$ cat config.mk
export PLATFORM = sky130hd
export DESIGN_NAME = vscale_wb_arbiter_flat
export DESIGN_NICKNAME = d
export VERILOG_FILES = /design/src/rtl/vscale_wb_arbiter_if.sv /design/src/rtl/vscale_wb_arbiter.sv /design/src/flat_wrapper.sv
export SDC_FILE = /design/constraint.sdc
export NUM_CORES = 1
export LEC_CHECK = 0
export CAP_MARGIN = 20
export CORE_UTILIZATION = 33
export DETAILED_ROUTE_END_ITERATION = 8
export PLACE_DENSITY = 0.84
export REMOVE_ABC_BUFFERS = 1
export SLEW_MARGIN = 5
export SYNTH_ARGS = -nofsm -noshare
export SYNTH_HDL_FRONTEND = slang
export SYNTH_SLANG_ARGS = --single-unit
$ cat constraint.sdc
create_clock -name clk -period 4.4 [get_ports clk]
set_input_delay 1.32 -clock clk [delete_from_list [all_inputs] [get_ports clk]]
set_output_delay 1.32 -clock clk [all_outputs]
set_load 0.005 [all_outputs]
$ cat src/rtl/vscale_wb_arbiter_if.sv
// rtl/vscale_wb_arbiter_if.sv - writeback arbiter bus bundle (pipeline, md unit, issue stage, register file)
interface vscale_wb_arbiter_if #(
    parameter int XPR_LEN        = 32,
    parameter int REG_ADDR_WIDTH = 5
);
    logic                      ex_wen;
    logic [REG_ADDR_WIDTH-1:0] ex_wa;
    logic [XPR_LEN-1:0]        ex_wd;
    logic                      md_req_valid;
    logic [REG_ADDR_WIDTH-1:0] md_req_wa;
    logic                      md_busy;
    logic                      md_resp_valid;
    logic [XPR_LEN-1:0]        md_resp_data;
    logic                      md_resp_ready;
    logic [REG_ADDR_WIDTH-1:0] id_ra1;
    logic [REG_ADDR_WIDTH-1:0] id_ra2;
    logic [REG_ADDR_WIDTH-1:0] id_wa;
    logic                      hazard;
    logic [XPR_LEN-1:0]        rf_rd1;
    logic [XPR_LEN-1:0]        rf_rd2;
    logic [XPR_LEN-1:0]        rd1;
    logic [XPR_LEN-1:0]        rd2;
    logic                      rf_wen;
    logic [REG_ADDR_WIDTH-1:0] rf_wa;
    logic [XPR_LEN-1:0]        rf_wd;

    modport slave (
        input  ex_wen, ex_wa, ex_wd,
        input  md_req_valid, md_req_wa, md_resp_valid, md_resp_data,
        output md_busy, md_resp_ready,
        input  id_ra1, id_ra2, id_wa,
        output hazard,
        input  rf_rd1, rf_rd2,
        output rd1, rd2,
        output rf_wen, rf_wa, rf_wd
    );

    modport master (
        output ex_wen, ex_wa, ex_wd,
        output md_req_valid, md_req_wa, md_resp_valid, md_resp_data,
        input  md_busy, md_resp_ready,
        output id_ra1, id_ra2, id_wa,
        input  hazard,
        output rf_rd1, rf_rd2,
        input  rd1, rd2,
        input  rf_wen, rf_wa, rf_wd
    );
endinterface

$ cat src/rtl/vscale_wb_arbiter.sv
// rtl/vscale_wb_arbiter.sv - register-file write-port arbiter with md scoreboard and read bypass
module vscale_wb_arbiter #(
    parameter int XPR_LEN        = 32,
    parameter int REG_ADDR_WIDTH = 5
) (
    input  logic                clk,
    input  logic                reset_n,
    vscale_wb_arbiter_if.slave  wb
);
    typedef enum logic [1:0] {
        IDLE = 2'd0,
        WAIT = 2'd1,
        HOLD = 2'd2
    } state_t;

    state_t                    state, state_nxt;
    logic [REG_ADDR_WIDTH-1:0] tag, tag_nxt;
    logic [XPR_LEN-1:0]        hold_data, hold_data_nxt;

    logic                      ex_pend;
    logic                      resp_fire;
    logic                      md_write;
    logic [XPR_LEN-1:0]        md_data;
    logic                      wen_raw;

    always_ff @(posedge clk or negedge reset_n) begin
        if (!reset_n) begin
            state     <= IDLE;
            tag       <= '0;
            hold_data <= '0;
        end else begin
            state     <= state_nxt;
            tag       <= tag_nxt;
            hold_data <= hold_data_nxt;
        end
    end

    assign ex_pend   = wb.ex_wen && (wb.ex_wa != '0);
    assign resp_fire = (state == WAIT) && wb.md_resp_valid;

    // The md result only reaches the port when the pipeline leaves it free.
    always_comb begin
        md_write = 1'b0;
        md_data  = hold_data;
        if (resp_fire) begin
            md_write = !ex_pend;
            md_data  = wb.md_resp_data;
        end else if (state == HOLD) begin
            md_write = !ex_pend;
        end
    end

    always_comb begin
        state_nxt     = state;
        tag_nxt       = tag;
        hold_data_nxt = hold_data;
        case (state)
            IDLE: begin
                if (wb.md_req_valid) begin
                    tag_nxt   = wb.md_req_wa;
                    state_nxt = WAIT;
                end
            end
            WAIT: begin
                if (resp_fire) begin
                    if (ex_pend) begin
                        hold_data_nxt = wb.md_resp_data;
                        state_nxt     = HOLD;
                    end else begin
                        state_nxt = IDLE;
                    end
                end
            end
            HOLD: begin
                if (!ex_pend)
                    state_nxt = IDLE;
            end
            default: state_nxt = IDLE;
        endcase
    end

    always_comb begin
        wen_raw  = 1'b0;
        wb.rf_wa = wb.ex_wa;
        wb.rf_wd = wb.ex_wd;
        if (ex_pend) begin
            wen_raw = 1'b1;
        end else if (md_write) begin
            wen_raw  = (tag != '0);
            wb.rf_wa = tag;
            wb.rf_wd = md_data;
        end
    end

    assign wb.rf_wen        = reset_n && wen_raw;
    assign wb.md_busy       = (state != IDLE);
    assign wb.md_resp_ready = (state == WAIT);

    // Matching id_wa as well as the sources blocks WAW on the pending destination.
    assign wb.hazard = (state != IDLE) && (tag != '0) &&
                       ((wb.id_ra1 == tag) || (wb.id_ra2 == tag) || (wb.id_wa == tag));

    always_comb begin
        if (wb.id_ra1 == '0)
            wb.rd1 = '0;
        else if (wb.rf_wen && (wb.rf_wa == wb.id_ra1))
            wb.rd1 = wb.rf_wd;
        else
            wb.rd1 = wb.rf_rd1;
    end

    always_comb begin
        if (wb.id_ra2 == '0)
            wb.rd2 = '0;
        else if (wb.rf_wen && (wb.rf_wa == wb.id_ra2))
            wb.rd2 = wb.rf_wd;
        else
            wb.rd2 = wb.rf_rd2;
    end
endmodule

$ cat src/flat_wrapper.sv
// flat-port wrapper written by rule: the top's interface ports become plain ports
module vscale_wb_arbiter_flat 
#(
    parameter int XPR_LEN        = 32,
    parameter int REG_ADDR_WIDTH = 5
)
  (clk, reset_n, wb_ex_wen, wb_ex_wa, wb_ex_wd, wb_md_req_valid, wb_md_req_wa, wb_md_resp_valid, wb_md_resp_data, wb_md_busy, wb_md_resp_ready, wb_id_ra1, wb_id_ra2, wb_id_wa, wb_hazard, wb_rf_rd1, wb_rf_rd2, wb_rd1, wb_rd2, wb_rf_wen, wb_rf_wa, wb_rf_wd);
  vscale_wb_arbiter_if #(.XPR_LEN(XPR_LEN), .REG_ADDR_WIDTH(REG_ADDR_WIDTH)) wb_i ();
  input  logic clk;
  input  logic reset_n;
  input wire logic [$bits(wb_i.ex_wen)-1:0] wb_ex_wen;
  input wire logic [$bits(wb_i.ex_wa)-1:0] wb_ex_wa;
  input wire logic [$bits(wb_i.ex_wd)-1:0] wb_ex_wd;
  input wire logic [$bits(wb_i.md_req_valid)-1:0] wb_md_req_valid;
  input wire logic [$bits(wb_i.md_req_wa)-1:0] wb_md_req_wa;
  input wire logic [$bits(wb_i.md_resp_valid)-1:0] wb_md_resp_valid;
  input wire logic [$bits(wb_i.md_resp_data)-1:0] wb_md_resp_data;
  output wire logic [$bits(wb_i.md_busy)-1:0] wb_md_busy;
  output wire logic [$bits(wb_i.md_resp_ready)-1:0] wb_md_resp_ready;
  input wire logic [$bits(wb_i.id_ra1)-1:0] wb_id_ra1;
  input wire logic [$bits(wb_i.id_ra2)-1:0] wb_id_ra2;
  input wire logic [$bits(wb_i.id_wa)-1:0] wb_id_wa;
  output wire logic [$bits(wb_i.hazard)-1:0] wb_hazard;
  input wire logic [$bits(wb_i.rf_rd1)-1:0] wb_rf_rd1;
  input wire logic [$bits(wb_i.rf_rd2)-1:0] wb_rf_rd2;
  output wire logic [$bits(wb_i.rd1)-1:0] wb_rd1;
  output wire logic [$bits(wb_i.rd2)-1:0] wb_rd2;
  output wire logic [$bits(wb_i.rf_wen)-1:0] wb_rf_wen;
  output wire logic [$bits(wb_i.rf_wa)-1:0] wb_rf_wa;
  output wire logic [$bits(wb_i.rf_wd)-1:0] wb_rf_wd;
  assign wb_i.ex_wen = wb_ex_wen;
  assign wb_i.ex_wa = wb_ex_wa;
  assign wb_i.ex_wd = wb_ex_wd;
  assign wb_i.md_req_valid = wb_md_req_valid;
  assign wb_i.md_req_wa = wb_md_req_wa;
  assign wb_i.md_resp_valid = wb_md_resp_valid;
  assign wb_i.md_resp_data = wb_md_resp_data;
  assign wb_md_busy = wb_i.md_busy;
  assign wb_md_resp_ready = wb_i.md_resp_ready;
  assign wb_i.id_ra1 = wb_id_ra1;
  assign wb_i.id_ra2 = wb_id_ra2;
  assign wb_i.id_wa = wb_id_wa;
  assign wb_hazard = wb_i.hazard;
  assign wb_i.rf_rd1 = wb_rf_rd1;
  assign wb_i.rf_rd2 = wb_rf_rd2;
  assign wb_rd1 = wb_i.rd1;
  assign wb_rd2 = wb_i.rd2;
  assign wb_rf_wen = wb_i.rf_wen;
  assign wb_rf_wa = wb_i.rf_wa;
  assign wb_rf_wd = wb_i.rf_wd;
  vscale_wb_arbiter #(.XPR_LEN(XPR_LEN), .REG_ADDR_WIDTH(REG_ADDR_WIDTH)) u_core (.clk(clk), .reset_n(reset_n), .wb(wb_i));
endmodule
## After elaboration in Yosys (flattened, before gate mapping)

Cells that the tools add are included.

- Flip-flop bits (word level): 39
- Bits of input ports: 158
- Output and inout port bits: 105
- Logic and storage cells: 50

- Equality and inequality tests: 10
- Mux-type cells: 18
- Reductions and logical operators: 19

Operators with widths:

| cell | count |
|---|---|
| $mux W32 | 7 |
| $eq A5 B5 Y1 | 5 |
| $logic_not A5 Y1 | 2 |
| $mux W5 | 2 |
| $reduce_bool A5 Y1 | 2 |
| $mux W2 | 4 |
| $logic_and A1 B1 Y1 | 7 |
| $pmux W2 S3 | 1 |
| $reduce_and A3 Y1 | 2 |
| $mux W1 | 4 |
| $ne A2 B2 Y1 const B | 2 |
| $eq A2 B1 Y1 const B | 1 |
| $eq A2 B2 Y1 const B | 1 |
| $logic_not A2 Y1 | 1 |
| $logic_or A1 B1 Y1 | 2 |
| $ne A2 B1 Y1 const B | 1 |
| $reduce_and A2 Y1 | 1 |
| $reduce_bool A2 Y1 | 1 |
| $logic_not A1 Y1 | 1 |

## Depth between registers and ports, before layout

- Depth in word-level cells: 11
- Gate-level depth with buffers: 9
- Gate-level depth less buffers: 6

## Worst setup path after synthesis

No wires, ideal clock.

- Kind: in2out
- From: in wb_ex_wa[0]
- To: out wb_rd1[10]
- Arrival time: 3.085 ns
- Data required time: 3.080 ns
- Slack: -0.005 ns
- Stages on the path: 8
- Path buffers: 2
- Cell sequence: or4_4 o21ai_2 buf_4 nand4_1 a32oi_1 nand4_2 buf_6 mux2i_1

- Cells in the longest elaborated chain, start to end: 11

RTL lines:

| what | line | text |
|---|---|---|
| from (decl) | flat_wrapper.sv:12 | `input wire logic [$bits(wb_i.ex_wa)-1:0] wb_ex_wa;` |
| $reduce_bool A5 Y1 | vscale_wb_arbiter.sv:38 | `assign ex_pend = wb.ex_wen && (wb.ex_wa != '0);` |
| $logic_and A1 B1 Y1 | vscale_wb_arbiter.sv:38 |  |
| $logic_not A1 Y1 | vscale_wb_arbiter.sv:46, vscale_wb_arbiter.sv:49 |  |
| $mux W1 | vscale_wb_arbiter.sv:48 | `end else if (state == HOLD) begin` |
| $mux W1 | vscale_wb_arbiter.sv:45 | `if (resp_fire) begin` |
| $mux W5 / $mux W1 (equally long branches) | vscale_wb_arbiter.sv:88 | `end else if (md_write) begin` |
| $mux W5 / $mux W1 (equally long branches) | vscale_wb_arbiter.sv:86 | `if (ex_pend) begin` |
| $eq A5 B5 Y1 / $logic_and A1 B1 Y1 (equally long branches) | vscale_wb_arbiter.sv:106, vscale_wb_arbiter.sv:95 |  |
| $logic_and A1 B1 Y1 | vscale_wb_arbiter.sv:106 | `else if (wb.rf_wen && (wb.rf_wa == wb.id_ra1))` |
| $mux W32 * | vscale_wb_arbiter.sv:106 |  |
| $mux W32 * | vscale_wb_arbiter.sv:104 | `if (wb.id_ra1 == '0)` |
| to (decl) | flat_wrapper.sv:26 | `output wire logic [$bits(wb_i.rd1)-1:0] wb_rd1;` |

Mark *: on every way between the ends. The rest lies on a longest branch, timed or not.

## Worst setup path in the final report

- From: in wb_ex_wa[3]
- To: out wb_rd1[1]

The elaborated chain is that of the path after synthesis.

==> results.txt <==
outcome = finished, violations left
failing checks = negative setup slack
H-tree levels = 2
core region area = 11100 µm²
most common cell after layout, fill and taps aside = clkdlybuf4s50_1
Via density = 5.15
Via Count = 4835
final WL = 18200 µm
Worst Path Arrival = 3690 ps
dpl cells = 865
Startpoint Class = input pin
RSZ-0062 raised after global routing = yes
Achievable Freq = 200 MHz
drc violations = 0
most used cell, CP = buf_12
Routed Antenna Nets = 0
largest fanout on the critical path = 6
fin crit share = 1.14
sequential cell area fraction in the yosys report = 0.255
vias in the first global route = 4568
max-cap violation count = 0
Rows = 38
CTS tree = done
Setup-failing EPs final = 95
ratio of cells with drive above 1 in the final layout = 0.416
HP Class = register to register
most frequent cells in the layout = clkdlybuf4s50_1 (143), mux2i_1 (97), nand2_1 (80)
Die Ht = 110 µm
wire per inst = 19.4 µm
final worst slack = -606 ps
final core occ = 0.723
first-pass GRT wire length = 23800 µm
global route overflow = 0
Longest Clk Path Bufs = 2
FILL cells = 858
delay-heaviest family, CP = buffers and inverters
CP max stage cell = or4_4
combinational power share = 0.531
number of synthesized register bits = 39
register area = 976 µm²
starting DRC count in detailed routing = 193
Initial Util = 0.346
pwr dens = 259 nW/µm²
Max VDD drop = 0.146 mV
Syn Std Cell Area = 3830 µm²
Clock Power Share = 0.197
Post-CTS Hold Buffers = 0
Pre-Repair DR Iteration Count = 4
skew final = 6.87 ps
Internal = 1.37 mW
initial antenna violation count = 0
Clock Sinks = 39
area leader, netlist = mux2i_1
Worst Max-Slew Pin Slew = 515 ps
Post-synth ARST share = 1.00
largest net degree at the start of global routing = 35
sw frac = 0.339
post-synth cell types = 41
Fin Setup TNS = -34530 ps
Slew HR = 0.655
Routability Congestion = 0.938
Placement Setup Slack = -1160 ps
area of the multi-input gates = 3030 µm²
full die area = 12000 µm²
CP endpoint kind = primary output
total track usage = 0.261
Area Overhead vs Synth = 109%
fin cells = 938
CP cell instances = buf_6 -> or4_4 -> o21ai_4 -> buf_12 -> a32oi_4 -> mux2i_2 -> nand4_4 -> buf_12 -> buf_12 -> buf_16 -> mux2i_1 -> buf_2
sequential power share = 0.272
worst path bufs/invs = 6
Post-synth EDFFs = 0
Inserted Clock Buffers = 5
IO buf count = 262
CP peak stage delay = 560 ps
net switching power = 0.702 mW
# IOs = 263
CTS clock-pin slew for the worst setup and hold paths = 60 ps
final hold vios = 0
Lkg Pwr = 4.40 nW
root buf cell = clkbuf_16
Slew Viols, Final = 0
chip width = 110 µm
CP Class = input pin to primary output
Synth warnings = 0
synthesized netlist cell count = 454
Post-DP HPWL = 11800 µm
top-area cell type share of the netlist area = 0.259
ys flop type = dfrtp_1
fin crit period = 5010 ps
top post-synthesis cells by area = mux2i_1 (26%), dfrtp_1 (25%), mux2_2 (11%)
CP required = 3080 ps
syn avg cell area = 8.44 µm²
# nets final = 956
clock latency on the worst-skew pair = 280 ps
antenna cell count = 0
what timing repair did:
action	CTS	global route
buffers inserted	11	44
gates cloned	10	6
endpoints found under the setup margin	103	100
pin swaps	9	16
gates resized for setup	347	183
synthesized netlist by cell type (4+ instances only):
| cell type | number |
|---|---|
| nand2_1 | 102 |
| mux2i_1 | 99 |
| dfrtp_1 | 39 |
| mux2_2 | 37 |
| inv_1 | 34 |
| o21ai_0 | 17 |
| o21ai_1 | 17 |
| clkbuf_1 | 14 |
| xnor2_1 | 12 |
| nor3_1 | 7 |
| xor2_1 | 7 |
| buf_2 | 6 |
| buf_6 | 6 |
| buf_1 | 5 |
| nand3_1 | 5 |
| nor2_1 | 5 |
| a311o_1 | 4 |
| nor2b_1 | 4 |
cell families after synthesis:
family,Yosys count,synth area share
DFF,39,0.255
and+or+nand+nor,136,0.157
AOI/OAI and AO/OA,57,0.0957
muxes,136,0.368
xor gates and xnor gates,19,0.0434
buffers and inverters,67,0.0813
cell type report:
class / instances / share of cell area
Clock buffer: 6 / 0.0161
Clock inverter: 1 / 0.00375
Inverter: 34 / 0.0159
Multi-Input combinational cell: 348 / 0.378
Sequential cell: 39 / 0.122
Tap cell: 140 / 0.0219
Timing Repair Buffer: 370 / 0.442
stage by stage:
step / hold WS [ps] / power [mW] / area [µm²]
detailed placement: 493 / 1.47 / 6850
global route: 526 / 2.18 / 8010
global placement: 486 / 1.44 / 6850
floorplan: 473 / 0.973 / 3650
finish: 506 / 2.07 / 8010
CTS: 506 / 1.90 / 7290
worst paths after layout:
check | cells after the start | slack, ps | from | to
min reg2reg | 1 | 510 | u_core.hold_data[25] | u_core.hold_data[25]
min | 1 | 510 | u_core.hold_data[25] | u_core.hold_data[25]
max in group asynchronous | 2 | 3010 | reset_n | u_core.hold_data[11]
max | 12 | -610 | wb_ex_wa[3] | wb_rd1[1]
max reg2reg | 3 | 2680 | u_core.state[0] | u_core.tag[2]
min in group asynchronous | 2 | 1090 | reset_n | u_core.hold_data[14]
sequential cells by signal (all words and copies together), names as in the netlist:
register,flops
u_core.hold_data,32
u_core.state,2
u_core.tag,5
power groups by stage:
| stage | Combinational, mW | Clock (mW) | Sequential, mW |
|---|---|---|---|
| finish | 1.10 | 0.408 | 0.563 |
| global route | 1.18 | 0.429 | 0.576 |
| CTS | 0.934 | 0.413 | 0.557 |
| detailed placement | 0.907 | 0 | 0.562 |
| global placement | 0.886 | 0 | 0.551 |
| floorplan | 0.427 | 0 | 0.546 |
routing by layer:
layer,vias up,track usage,share of wire
met4,0,0.0848,0.025
met5,-,0,0
met1,2326,0.288,0.37
met2,222,0.500,0.55
met3,32,0.0462,0.064
li1,2255,-,-
(Power assumes the default switching activity.)
